--- src/rtl/fifo_pkg.sv ---
// -----------------------------------------------------------------------------
// fifo_pkg
// Shared definitions for the synchronous FIFO and its read-side drain
// controller, so both sides agree on word width, depth and occupancy width.
// No ports (package).
// -----------------------------------------------------------------------------
package fifo_pkg;

    localparam int DEF_DATA_WIDTH = 32;
    localparam int FIFO_DEPTH     = 16;

    // Occupancy of the drain's 2-entry output buffer (0..2).
    typedef logic [1:0] occ_t;

    // Occupancy after one cycle of optional push and optional pop.
    function automatic occ_t occ_next(input occ_t occ, input logic push, input logic pop);
        return occ_t'(occ + {1'b0, push} - {1'b0, pop});
    endfunction

endpackage

--- src/rtl/fifo_drain_buf2.sv ---
// -----------------------------------------------------------------------------
// fifo_drain_buf2
// Two-entry ring buffer that absorbs the FIFO's one-cycle read latency.
// Ports:
//   clk, reset        clock, synchronous active-high reset (clears contents)
//   push_i            write push_data_i into the tail slot this cycle
//   push_data_i       word to write
//   pop_i             retire the head word this cycle (ignored when empty)
//   head_o            word at the head (all zeros after reset)
//   occ_o             number of stored words (0..2)
// -----------------------------------------------------------------------------
module fifo_drain_buf2
    import fifo_pkg::*;
#(
    parameter int DATA_WIDTH = DEF_DATA_WIDTH
) (
    input  logic                  clk,
    input  logic                  reset,
    input  logic                  push_i,
    input  logic [DATA_WIDTH-1:0] push_data_i,
    input  logic                  pop_i,
    output logic [DATA_WIDTH-1:0] head_o,
    output occ_t                  occ_o
);

    logic [DATA_WIDTH-1:0] mem_q [2];
    logic [DATA_WIDTH-1:0] mem_d [2];
    logic                  head_q, head_d;
    logic                  tail_q, tail_d;
    occ_t                  occ_q, occ_d;
    logic                  pop_ok_s;
    logic                  push_ok_s;

    // Next-state for slots, pointers and occupancy.
    always_comb begin
        mem_d     = mem_q;
        head_d    = head_q;
        tail_d    = tail_q;
        pop_ok_s  = pop_i && (occ_q != 2'd0);
        // With both slots full a push is only safe if the head leaves this
        // cycle; the tail then equals the head slot being vacated.
        push_ok_s = push_i && ((occ_q != 2'd2) || pop_ok_s);
        if (push_ok_s) begin
            mem_d[tail_q] = push_data_i;
            tail_d        = ~tail_q;
        end else begin
            tail_d        = tail_q;
        end
        if (pop_ok_s) begin
            head_d = ~head_q;
        end else begin
            head_d = head_q;
        end
        occ_d = occ_next(occ_q, push_ok_s, pop_ok_s);
    end

    // Buffer state registers.
    always_ff @(posedge clk) begin
        if (reset) begin
            mem_q[0] <= {DATA_WIDTH{1'b0}};
            mem_q[1] <= {DATA_WIDTH{1'b0}};
            head_q   <= 1'b0;
            tail_q   <= 1'b0;
            occ_q    <= 2'd0;
        end else begin
            mem_q[0] <= mem_d[0];
            mem_q[1] <= mem_d[1];
            head_q   <= head_d;
            tail_q   <= tail_d;
            occ_q    <= occ_d;
        end
    end

    assign head_o = mem_q[head_q];
    assign occ_o  = occ_q;

endmodule

--- src/rtl/fifo_drain.sv ---
// -----------------------------------------------------------------------------
// fifo_drain
// Read-side controller for the synchronous FIFO: issues read strobes while
// there is credit in a 2-entry output buffer, captures the word returned one
// cycle later and presents it on a valid/ready stream, one word per cycle.
// Ports:
//   clk, reset   clock, synchronous active-high reset
//   drain_en     permits new reads (in-flight reads always complete)
//   fifo_empty   FIFO empty flag
//   fifo_data    FIFO read data, valid the cycle after fifo_rd_en
//   fifo_rd_en   FIFO read strobe (combinational)
//   fifo_cs      copy of fifo_rd_en for the FIFO chip-select OR
//   out_valid    downstream word available
//   out_ready    downstream accepts
//   out_data     downstream word
//   busy         buffer non-empty or read in flight
//   xfer_count   accepted-word count, wraps; only counts when the macro
//                FIFO_DRAIN_COUNT_EN is defined, otherwise tied to 0
// -----------------------------------------------------------------------------
module fifo_drain
    import fifo_pkg::*;
#(
    parameter int DATA_WIDTH = DEF_DATA_WIDTH,
    parameter int CNT_WIDTH  = 16
) (
    input  logic                  clk,
    input  logic                  reset,
    input  logic                  drain_en,
    input  logic                  fifo_empty,
    input  logic [DATA_WIDTH-1:0] fifo_data,
    output logic                  fifo_rd_en,
    output logic                  fifo_cs,
    output logic                  out_valid,
    input  logic                  out_ready,
    output logic [DATA_WIDTH-1:0] out_data,
    output logic                  busy,
    output logic [CNT_WIDTH-1:0]  xfer_count
);

    occ_t       occ_s;
    logic       pending_q, pending_d;
    logic       pop_s;
    logic [2:0] credit_s;

    fifo_drain_buf2 #(
        .DATA_WIDTH (DATA_WIDTH)
    ) u_buf (
        .clk         (clk),
        .reset       (reset),
        .push_i      (pending_q),
        .push_data_i (fifo_data),
        .pop_i       (pop_s),
        .head_o      (out_data),
        .occ_o       (occ_s)
    );

    assign out_valid = (occ_s != 2'd0);
    assign pop_s     = out_valid && out_ready;

    // Slots that will be committed after this cycle; a new strobe is only
    // allowed if its word (arriving next cycle) is guaranteed a slot.
    assign credit_s   = {1'b0, occ_s} + {2'b00, pending_q} - {2'b00, pop_s};
    assign fifo_rd_en = drain_en && !fifo_empty && !reset && (credit_s < 3'd2);
    assign fifo_cs    = fifo_rd_en;
    assign busy       = out_valid || pending_q;

    // A strobe this cycle means data to capture next cycle.
    always_comb begin
        pending_d = fifo_rd_en;
    end

    // In-flight read flag.
    always_ff @(posedge clk) begin
        if (reset) begin
            pending_q <= 1'b0;
        end else begin
            pending_q <= pending_d;
        end
    end

`ifdef FIFO_DRAIN_COUNT_EN
    logic [CNT_WIDTH-1:0] cnt_q, cnt_d;

    // Accepted-word counter, wraps naturally at its width.
    always_comb begin
        if (pop_s) begin
            cnt_d = cnt_q + {{(CNT_WIDTH-1){1'b0}}, 1'b1};
        end else begin
            cnt_d = cnt_q;
        end
    end

    // Counter register.
    always_ff @(posedge clk) begin
        if (reset) begin
            cnt_q <= {CNT_WIDTH{1'b0}};
        end else begin
            cnt_q <= cnt_d;
        end
    end

    assign xfer_count = cnt_q;
`else
    assign xfer_count = {CNT_WIDTH{1'b0}};
`endif

endmodule

--- config.mk ---
export PLATFORM = sky130hd
export DESIGN_NAME = fifo_drain
export DESIGN_NICKNAME = d
export VERILOG_FILES = /design/src/rtl/fifo_pkg.sv /design/src/rtl/fifo_drain_buf2.sv /design/src/rtl/fifo_drain.sv
export SDC_FILE = /design/constraint.sdc
export NUM_CORES = 1
export LEC_CHECK = 0
export ABC_AREA = 1
export BUFFER_PORTS_ARGS = -buffer_cell sky130_fd_sc_hd__clkbuf_2
export CORE_MARGIN = 2
export CORE_UTILIZATION = 55
export DETAILED_ROUTE_END_ITERATION = 12
export GPL_ROUTABILITY_DRIVEN = 0
export PLACE_DENSITY = 0.81
export SLEW_MARGIN = 40
export SYNTH_ARGS = -nofsm -noshare
export SYNTH_HDL_FRONTEND = slang
export SYNTH_HIERARCHICAL = 1
export SYNTH_SLANG_ARGS = --single-unit
--- constraint.sdc ---
create_clock -name clk -period 2.76 [get_ports clk]
set_input_delay 0.552 -clock clk [delete_from_list [all_inputs] [get_ports clk]]
set_output_delay 0.552 -clock clk [all_outputs]
set_load 0.02 [all_outputs]
==> impl_metrics.csv, run 1 <==
group,metric,value,unit
hold_path,min_path_type,"in2reg",
finish,diodes,0,
global_route,overflow,0,
logic_synthesis,syn_avg_cell_area,6.108,um2
logic_synthesis,ys_async_sr_fraction,0,
logic_synthesis,syn-instance-count,651,
power,max-vdd-ir-drop,297.8,uV
setup_path,worstSetupEndpointType,"output pin",
sta,slew_viol_final,0,
route,wirelength,8803,um
logic_synthesis,synth_top_area_share,0.3474,
logic_synthesis,netlist_top_cells_area,"dfxtp_1 (35%), nand2_1 (16%), inv_1 (15%), nand4_1 (10%), nor2_1 (6.8%)",
setup_path,critPathKind,"reg2out",
run,drv_cap,0,
power,pwr-share-seq,0.461,
clock_network,numCtsBuffers,9,
sta,rsz0062_at_grt,"true",
die,die_w,89.03,um
clock_network,cts.sinks,69,
die,start_util,0.5757,
logic_synthesis,seq_area_frac_synth,0.3474,
die,rows,30,
sta,hold_violations,0,
power,p_sw_frac,0.2929,
route,vias_per_cell,4.693,
outcome,status,"finished with violations",
setup_path,cp_max_fo,2,
placed_design,io_buffer_count,72,
sta,fin_skew,0.008515,ns
clock_network,cts_htree_levels,3,
finish,stdcell_area,0.004526,mm2
finish,fin_nets,750,
logic_synthesis,synth-seq-cells,69,
power,power.switching,0.6694,mW
outcome,violations,"negative setup slack",
power,power_density,505.0,mW/mm2
placed_design,hpwl,5524,um
power,clockPowerShare,0.356,
die,io_pins,89,
global_route,grt_pass1_wl,14300,um
global_route,grt_start_max_net_pins,68,
sta,fmax,0.3528,GHz
die,core_area,0.006907,mm2
placed_design,place_area,0.004273,mm2
placed_design,dp_cells,790,
power,internal_power,1.616,mW
finish,layout_common_cells,"nand2_1 (167), inv_1 (158), nor2_1 (71)",
setup_path,crit_required,2.21,ns
sta,period_needed,2.834,ns
route,wl_per_cell,10.87,um
die,die_h,89.03,um
finish,final_common_cell,"nand2_1",
sta,worst_pin_slew,0.6827,ns
power,p_comb_frac,0.184,
route,vias,3801,
global_route,first_global_vias,3343,
sta,relSlewSlack,0.5449,
logic_synthesis,ys.flop_type,"dfxtp_1",
logic_synthesis,synth_enable_flop_cells,0,
clock_network,clkTransAtPathRegs,0.06,ns
clock_network,ctsRootBufferMaster,"clkbuf_8",
die,die_area,0.007925,mm2
route,drc,0,
route,initialDrtViolationCount,199,
clock_network,cts_hold_buf,0,
global_route,antenna_found_initial,0,
global_route,track_usage,0.2271,
power,p_leak,2.438,nW
route,drt.antenna.violating_nets,0,
logic_synthesis,ys_warn_count,6,
setup_path,cp.arrival,2.28,ns
finish,utilization,0.6553,
logic_synthesis,syn_area,0.003976,mm2
logic_synthesis,ys_types,22,
setup_path,cp-start-kind,"flip-flop",
clock_network,cts_tree,"built",
sta,min_period_over_period,1.027,
logic_synthesis,yosys.area.top_type,"dfxtp_1",
finish,syn_to_final_growth,13.81,%
sta,finalSetupViolCount,2,
finish,drive_gt1_frac,0.1779,
clock_network,clock_latency,0.34,ns
finish,layoutNonFillerInstCount,810,
sta,finalWorstSetupSlack,-0.07438,ns
clock_network,clockBufferDepth,2,
route,drt-pass1-iter-count,6,
## path summary, 6_finish.rpt
| path | start | endpoint | slack [ns] | cells after the start |
|---|---|---|---|---|
| min | reset | u_buf/occ_o[0] | 0.44 | 2 |
| max reg2reg | pending_q | u_buf/occ_o[1] | 0.69 | 9 |
| max | u_buf/occ_o[1] | fifo_cs | -0.07 | 9 |
| min reg2reg | u_buf/mem_q[19] | u_buf/mem_q[19] | 0.51 | 4 |
## metal layers
metal / GRT usage / vias up / wire (um)
met5: 0 / - / 0
li1: - / 2002 / -
met3: 0.03416 / 9 / 456
met4: 0.08548 / 0 / 91
met1: 0.2919 / 1666 / 4023
met2: 0.3867 / 124 / 4232
## cell families (layout without fill, tap and decap cells)
group                      after synthesis  after routing  share of synthesized area
AOI/OAI and AO/OA                       36             36                    0.04594
xor gates and xnor gates                 1              1                   0.002203
adders and majority gates                4              4                    0.01448
buffers and inverters                  229            277                     0.2495
DFF                                     69             69                     0.3474
other                                    1             16                  0.0009431
and+or+nand+nor                        311            311                     0.3395
## power by group through the flow
stage	registers [mW]	clock network, mW	logic (mW)
4_1_cts	1.05	0.828	0.415
6_report	1.05	0.813	0.420
5_1_grt	1.06	0.877	0.473
3_3_place_gp	1.07	0	0.394
3_5_place_dp	1.08	0	0.403
2_1_floorplan	1.07	0	0.319
## flip-flops by register name, indices dropped and copies added (netlist names)
name / cells
u_buf/mem_q: 64
pending_q: 1
u_buf/head_q: 1
u_buf/occ_o: 2
u_buf/tail_q: 1
## cell usage after synthesis (3+ instances only)
cell type,count
inv_1,159
buf_6,6
inv_2,12
buf_4,17
nor2_1,72
clkbuf_1,10
dfxtp_1,69
buf_1,6
o21ai_0,33
nand4_1,64
ha_1,3
nand2_1,168
buf_2,19
## stage by stage
stage | setup WS (ns) | TNS [ns] | total power [mW] | hold WS, ns
4_1_cts | -0.1105 | -0.2210 | 2.296 | 0.4263
3_5_place_dp | 0.02392 | 0 | 1.479 | 0.4957
3_3_place_gp | 0.08760 | 0 | 1.468 | 0.4953
5_1_grt | -0.2226 | -0.4414 | 2.406 | 0.4379
6_report | -0.07438 | -0.1466 | 2.285 | 0.4448
2_1_floorplan | 0.04770 | 0 | 1.390 | 0.4862
## critical path, stage by stage (launching register included)
cell     delay [ns]
dfxtp_2        0.32
o21a_1         0.20
ha_1           0.28
or2_1          0.23
fa_1           0.50
nand2_1        0.05
inv_1          0.06
nand2_2        0.06
nor2_4         0.13
buf_8          0.13
## cell type report
| class | count | area, um2 |
|---|---|---|
| Inverter | 171 | 641.9 |
| Sequential cell | 69 | 1386 |
| Clock inverter | 4 | 47.55 |
| Fill cell | 656 | 2381 |
| Timing Repair Buffer | 90 | 515.5 |
| Clock buffer | 12 | 145.1 |
| Tap cell | 96 | 120.1 |
| Multi-Input combinational cell | 368 | 1669 |
## what timing repair did
action	4_1_cts	5_1_grt
gates resized for setup	8	2
buffers inserted	3	1
endpoints found under the setup margin	2	2
pin swaps	4	2
(Power assumes the default switching activity.)
==> run 2: changes to the inputs <==
CELL_PAD_IN_SITES_DETAIL_PLACEMENT = 1   (was default)
CELL_PAD_IN_SITES_GLOBAL_PLACEMENT = 1   (was default)
CORE_UTILIZATION = 37   (was 55)
PLACE_DENSITY = default   (was 0.81)
PLACE_DENSITY_LB_ADDON = 0.1   (was default)
==> run 2 against run 1 <==
Effect of this change:
- sequential power about the same
- power up 1.7%
- critical path depth is the same
- largest cell class unchanged
- maximum frequency decreased by 0.29%
- utilization down 22 points
- routed wire length increased by 22%
- hold slack got worse by 0.0056 ns
- count of clock-buffer cells in the layout grew 2
- die area up 46%
- sequential cell count did not move
- the run still ends with negative setup slack left
- combinational power increased by 1%
==> impl_metrics.csv, run 2 (synthesis results as in run 1) <==
group,metric,value,unit
finish,layout_common_cells,"nand2_1 (167), inv_1 (157), nor2_1 (71)",
route,initialDrtViolationCount,139,
sta,hold_violations,0,
outcome,violations,"negative setup slack",
power,clockPowerShare,0.362,
sta,worst_pin_slew,0.7263,ns
sta,min_period_over_period,1.030,
route,drt-pass1-iter-count,4,
clock_network,clockBufferDepth,2,
setup_path,worstPathCellList,"o21a_1 > ha_1 > or2_1 > fa_1 > nand2_1 > inv_2 > nand2_4 > nor2_4 > buf_8",
setup_path,cp.arrival,2.29,ns
sta,finalWorstSetupSlack,-0.08251,ns
placed_design,dp_cells,826,
power,power_density,509.2,mW/mm2
placed_design,hpwl,6806,um
power,p_comb_frac,0.183,
finish,diodes,0,
clock_network,cts_tree,"built",
power,pwr-share-seq,0.455,
power,p_sw_frac,0.2947,
finish,stdcell_area,0.004563,mm2
die,core_area,0.01037,mm2
route,vias_per_cell,4.648,
finish,syn_to_final_growth,14.76,%
finish,drive_gt1_frac,0.1709,
route,wl_per_cell,12.68,um
die,start_util,0.3834,
clock_network,clkTransAtPathRegs,0.07,ns
setup_path,cpPeakStageDelay,0.48,ns
power,max-vdd-ir-drop,248.2,uV
finish,fin_nets,745,
sta,rsz0062_at_grt,"true",
global_route,antenna_found_initial,0,
sta,slew_viol_final,0,
outcome,status,"finished with violations",
die,io_pins,89,
route,vias,3923,
die,die_area,0.01159,mm2
run,drv_cap,0,
finish,largest-register,"u_buf/mem_q",
sta,hold-worst-slack,0.4392,ns
power,power.switching,0.6848,mW
route,drc,0,
placed_design,io_buffer_count,72,
placed_design,place_area,0.004313,mm2
setup_path,worstSetupEndpointType,"output pin",
route,drt.antenna.violating_nets,0,
global_route,first_global_vias,3978,
sta,finalSetupViolCount,2,
clock_network,ctsRootBufferMaster,"clkbuf_8",
clock_network,numCtsBuffers,9,
hold_path,min_path_type,"in2reg",
power,total_power,2.324,mW
sta,fin_skew,0.007076,ns
setup_path,critPathKind,"reg2out",
setup_path,critPathSlowestCell,"fa_1",
sta,relSlewSlack,0.5158,
clock_network,clock_latency,0.35,ns
global_route,grt_start_max_net_pins,68,
clock_network,cts.sinks,69,
setup_path,cp_max_fo,2,
die,rows,37,
finish,largest_reg_flops,64,
sta,fmax,0.3518,GHz
power,internal_power,1.639,mW
setup_path,cp-start-kind,"flip-flop",
finish,final_common_cell,"nand2_1",
clock_network,cts_htree_levels,3,
sta,period_needed,2.843,ns
clock_network,cts_hold_buf,0,
die,die_w,107.7,um
global_route,overflow,0,
finish,layoutNonFillerInstCount,844,
die,die_h,107.7,um
sta,setup_tns,-0.1649,ns
setup_path,crit_required,2.21,ns
power,p_leak,2.427,nW
route,wirelength,10700,um
global_route,track_usage,0.1970,
global_route,grt_pass1_wl,18060,um
-- run 2: cell types whose count changed in the layout (fill, tap and decap cells not counted), sizes merged --
cell	previous run	this run
buf	20	15
clkbuf	82	84
clkinv	2	0
clkinvlp	1	0
-- run 2: final cells by class --
type | count | area, um2
Clock buffer | 14 | 162.7
Clock inverter | 1 | 30.03
Fill cell | 1469 | 5807
Inverter | 171 | 641.9
Multi-Input combinational cell | 368 | 1682
Sequential cell | 69 | 1386
Tap cell | 136 | 170.2
Timing Repair Buffer | 85 | 490.5
-- run 2: final timing paths --
| path | endpoint | start | slack (ns) | cells after the start |
|---|---|---|---|---|
| max reg2reg | u_buf/occ_o[1] | pending_q | 0.66 | 9 |
| max | fifo_cs | u_buf/occ_o[0] | -0.08 | 9 |
| min | u_buf/occ_o[0] | reset | 0.44 | 2 |
| min reg2reg | u_buf/mem_q[19] | u_buf/mem_q[19] | 0.51 | 4 |
-- run 2: per-layer routing --
metal	track usage	vias to the layer above	part of all wire
met2	0.3410	61	0.49
li1	-	1988	-
met3	0.04600	8	0.034
met1	0.2470	1866	0.47
met4	0.04762	0	0.0094
met5	0	-	0
-- run 2: power groups by stage --
stage	Combinational, mW	Sequential, mW	Clock [mW]
finish	0.426	1.06	0.841
global route	0.485	1.06	0.918
CTS	0.428	1.06	0.869
detailed placement	0.417	1.08	0
global placement	0.403	1.08	0
floorplan	0.319	1.07	0
-- run 2: worst max-delay path: cells and delay by family (launching register included) --
family                   cells  cell delay (ns)
flip-flops                   1             0.32
buffers and inverters        2             0.18
AND/OR/NAND/NOR              4             0.45
AO/OA/AOI/OAI                1             0.19
adder cells (fa/ha/maj)      2             0.78
-- run 2: timing repair --
| item | 4_1_cts | 5_1_grt |
|---|---|---|
| buffers inserted | 2 | 1 |
| pin swaps | 3 | 4 |
| gates resized for setup | 8 | 4 |
| endpoints found under the setup margin | 2 | 2 |
-- run 2: metrics by stage --
stage / worst slack, ns / util
floorplan: 0.04770 / -
global placement: 0.08132 / 0.4152
detailed placement: 0.001571 / 0.4159
CTS: -0.1222 / 0.4386
global route: -0.2217 / 0.4400
finish: -0.08251 / 0.4400
==> run 3: changes to the inputs <==
SETUP_SLACK_MARGIN = 0.2   (was default)
==> run 3 against run 2 <==
Effect of this change:
- combinational power barely moved
- the run still ends with negative setup slack left
- critical path type unchanged
- utilization about the same
- via count decreased by 0.33%
- routed wire length fell by 1.8%
- power is 3.4% lower
==> impl_metrics.csv, run 3 (synthesis results as in run 1) <==
group,metric,value,unit
outcome,status,"finished with violations",
outcome,violations,"negative setup slack",
clock_network,cts_htree_levels,3,
setup_path,critPathKind,"reg2out",
die,die_area,0.01159,mm2
die,start_util,0.3834,
setup_path,critPathBufInv,2,
sta,relSlewSlack,0.5159,
sta,hold_violations,0,
die,die_w,107.7,um
sta,rsz0062_at_grt,"true",
sta,fmax,0.3484,GHz
route,vias,3910,
sta,setup_tns,-0.2204,ns
clock_network,cts_tree,"built",
sta,finalSetupViolCount,2,
clock_network,clockBufferDepth,2,
global_route,overflow,0,
global_route,antenna_found_initial,0,
clock_network,cts.sinks,69,
setup_path,cp.arrival,2.32,ns
power,power_density,491.4,mW/mm2
finish,syn_to_final_growth,14.85,%
setup_path,r2r_start,"pending_q",
route,drt-pass1-iter-count,4,
setup_path,cpPeakStageDelay,0.50,ns
power,p_leak,2.429,nW
power,max-vdd-ir-drop,200.2,uV
placed_design,io_buffer_count,72,
setup_path,cp-start-kind,"flip-flop",
clock_network,clkTransAtPathRegs,0.08,ns
sta,min_period_over_period,1.040,
sta,slew_viol_final,0,
route,wirelength,10510,um
die,die_h,107.7,um
hold_path,hold_path.startpoint,"reset",
die,core_area,0.01037,mm2
setup_path,worstPathCellList,"o21a_1 > ha_1 > or2_1 > fa_1 > nand2_1 > inv_1 > nand2_2 > nor2_4 > clkbuf_8",
placed_design,place_ws,-0.01674,ns
clock_network,ctsRootBufferMaster,"clkbuf_8",
finish,diodes,0,
setup_path,critical_path.top_delay_family,"adder cells",
global_route,grt_pass1_wl,18000,um
sta,finalWorstSetupSlack,-0.1104,ns
global_route,track_usage,0.1947,
finish,layout_common_cells,"nand2_1 (167), inv_1 (158), nor2_1 (71)",
finish,n_fill_cell,1463,
finish,largest-register,"u_buf/mem_q",
clock_network,numCtsBuffers,9,
route,vias_per_cell,4.616,
sta,period_needed,2.870,ns
die,rows,37,
global_route,first_global_vias,3989,
sta,hold-worst-slack,0.4271,ns
finish,largest_reg_flops,64,
setup_path,critPathSlowestCell,"fa_1",
clock_network,clock_latency,0.35,ns
route,drc,0,
setup_path,worstSetupEndpointType,"output pin",
finish,drive_gt1_frac,0.1744,
sta,worst_pin_slew,0.7261,ns
placed_design,hpwl,6868,um
finish,fin_nets,747,
setup_path,reg2reg_slack,0.69,ns
sta,fin_skew,0.01036,ns
route,drt.antenna.violating_nets,0,
setup_path,cp_max_fo,2,
hold_path,min_path_type,"in2reg",
route,initialDrtViolationCount,101,
die,io_pins,89,
setup_path,cp-startpoint,"u_buf/occ_o[0]",
run,drv_cap,0,
route,wl_per_cell,12.40,um
finish,final_common_cell,"nand2_1",
global_route,grt_start_max_net_pins,68,
setup_path,crit_required,2.21,ns
run 3: cell types whose count changed in the layout (fill, tap and decap cells not counted), sizes merged:
cell and change:
bufinv -1, clkinvlp +1, clkinv +3
run 3: worst paths after layout:
check / cells after the start / end
worst max-delay path: 9 / fifo_rd_en
worst min-delay path: 2 / u_buf/occ_o[0]
worst max register to register: 9 / u_buf/occ_o[1]
worst min register to register: 4 / u_buf/mem_q[8]
run 3: area by class of cell:
| class | instances | area, um2 | share of cell area |
|---|---|---|---|
| Tap cell | 136 | 170.2 | 0.03726 |
| Sequential cell | 69 | 1385 | 0.3033 |
| Clock inverter | 4 | 22.52 | 0.004932 |
| Timing Repair Buffer | 87 | 515.5 | 0.1129 |
| Clock buffer | 12 | 155.1 | 0.03397 |
| Inverter | 171 | 641.9 | 0.1405 |
| Multi-Input combinational cell | 368 | 1677 | 0.3671 |
run 3: power by group:
group | leakage [nW] | switching, mW | internal (mW)
combinational | 1.78 | 0.291 | 0.137
clock | 0.0921 | 0.393 | 0.371
sequential | 0.561 | 0.0141 | 1.04
run 3: layer usage:
| metal | routed length (um) | share of wire | vias to the layer above | track usage |
|---|---|---|---|---|
| met2 | 5291 | 0.50 | 66 | 0.3486 |
| met3 | 368 | 0.035 | 10 | 0.03148 |
| met5 | 0 | 0 | - | 0 |
| met4 | 131 | 0.012 | 0 | 0.06685 |
| li1 | - | - | 2001 | - |
| met1 | 4714 | 0.45 | 1833 | 0.2349 |
run 3: stage by stage:
step,area [um2],cells,utilization,total power [mW]
after floorplan,4046,666,-,1.393
after global placement,4340,828,0.4186,1.483
after detailed placement,4348,828,0.4193,1.500
after CTS,4567,847,0.4404,2.280
after global routing,4567,847,0.4404,2.373
final,4567,847,0.4404,2.244
run 3: repair_timing:
action | 4_1_cts | 5_1_grt
gates resized for setup | 5 | 0
pin swaps | 0 | 1
endpoints found under the setup margin | 2 | 2
hold buffers | 0 | 0
setup buffers | 3 | 0
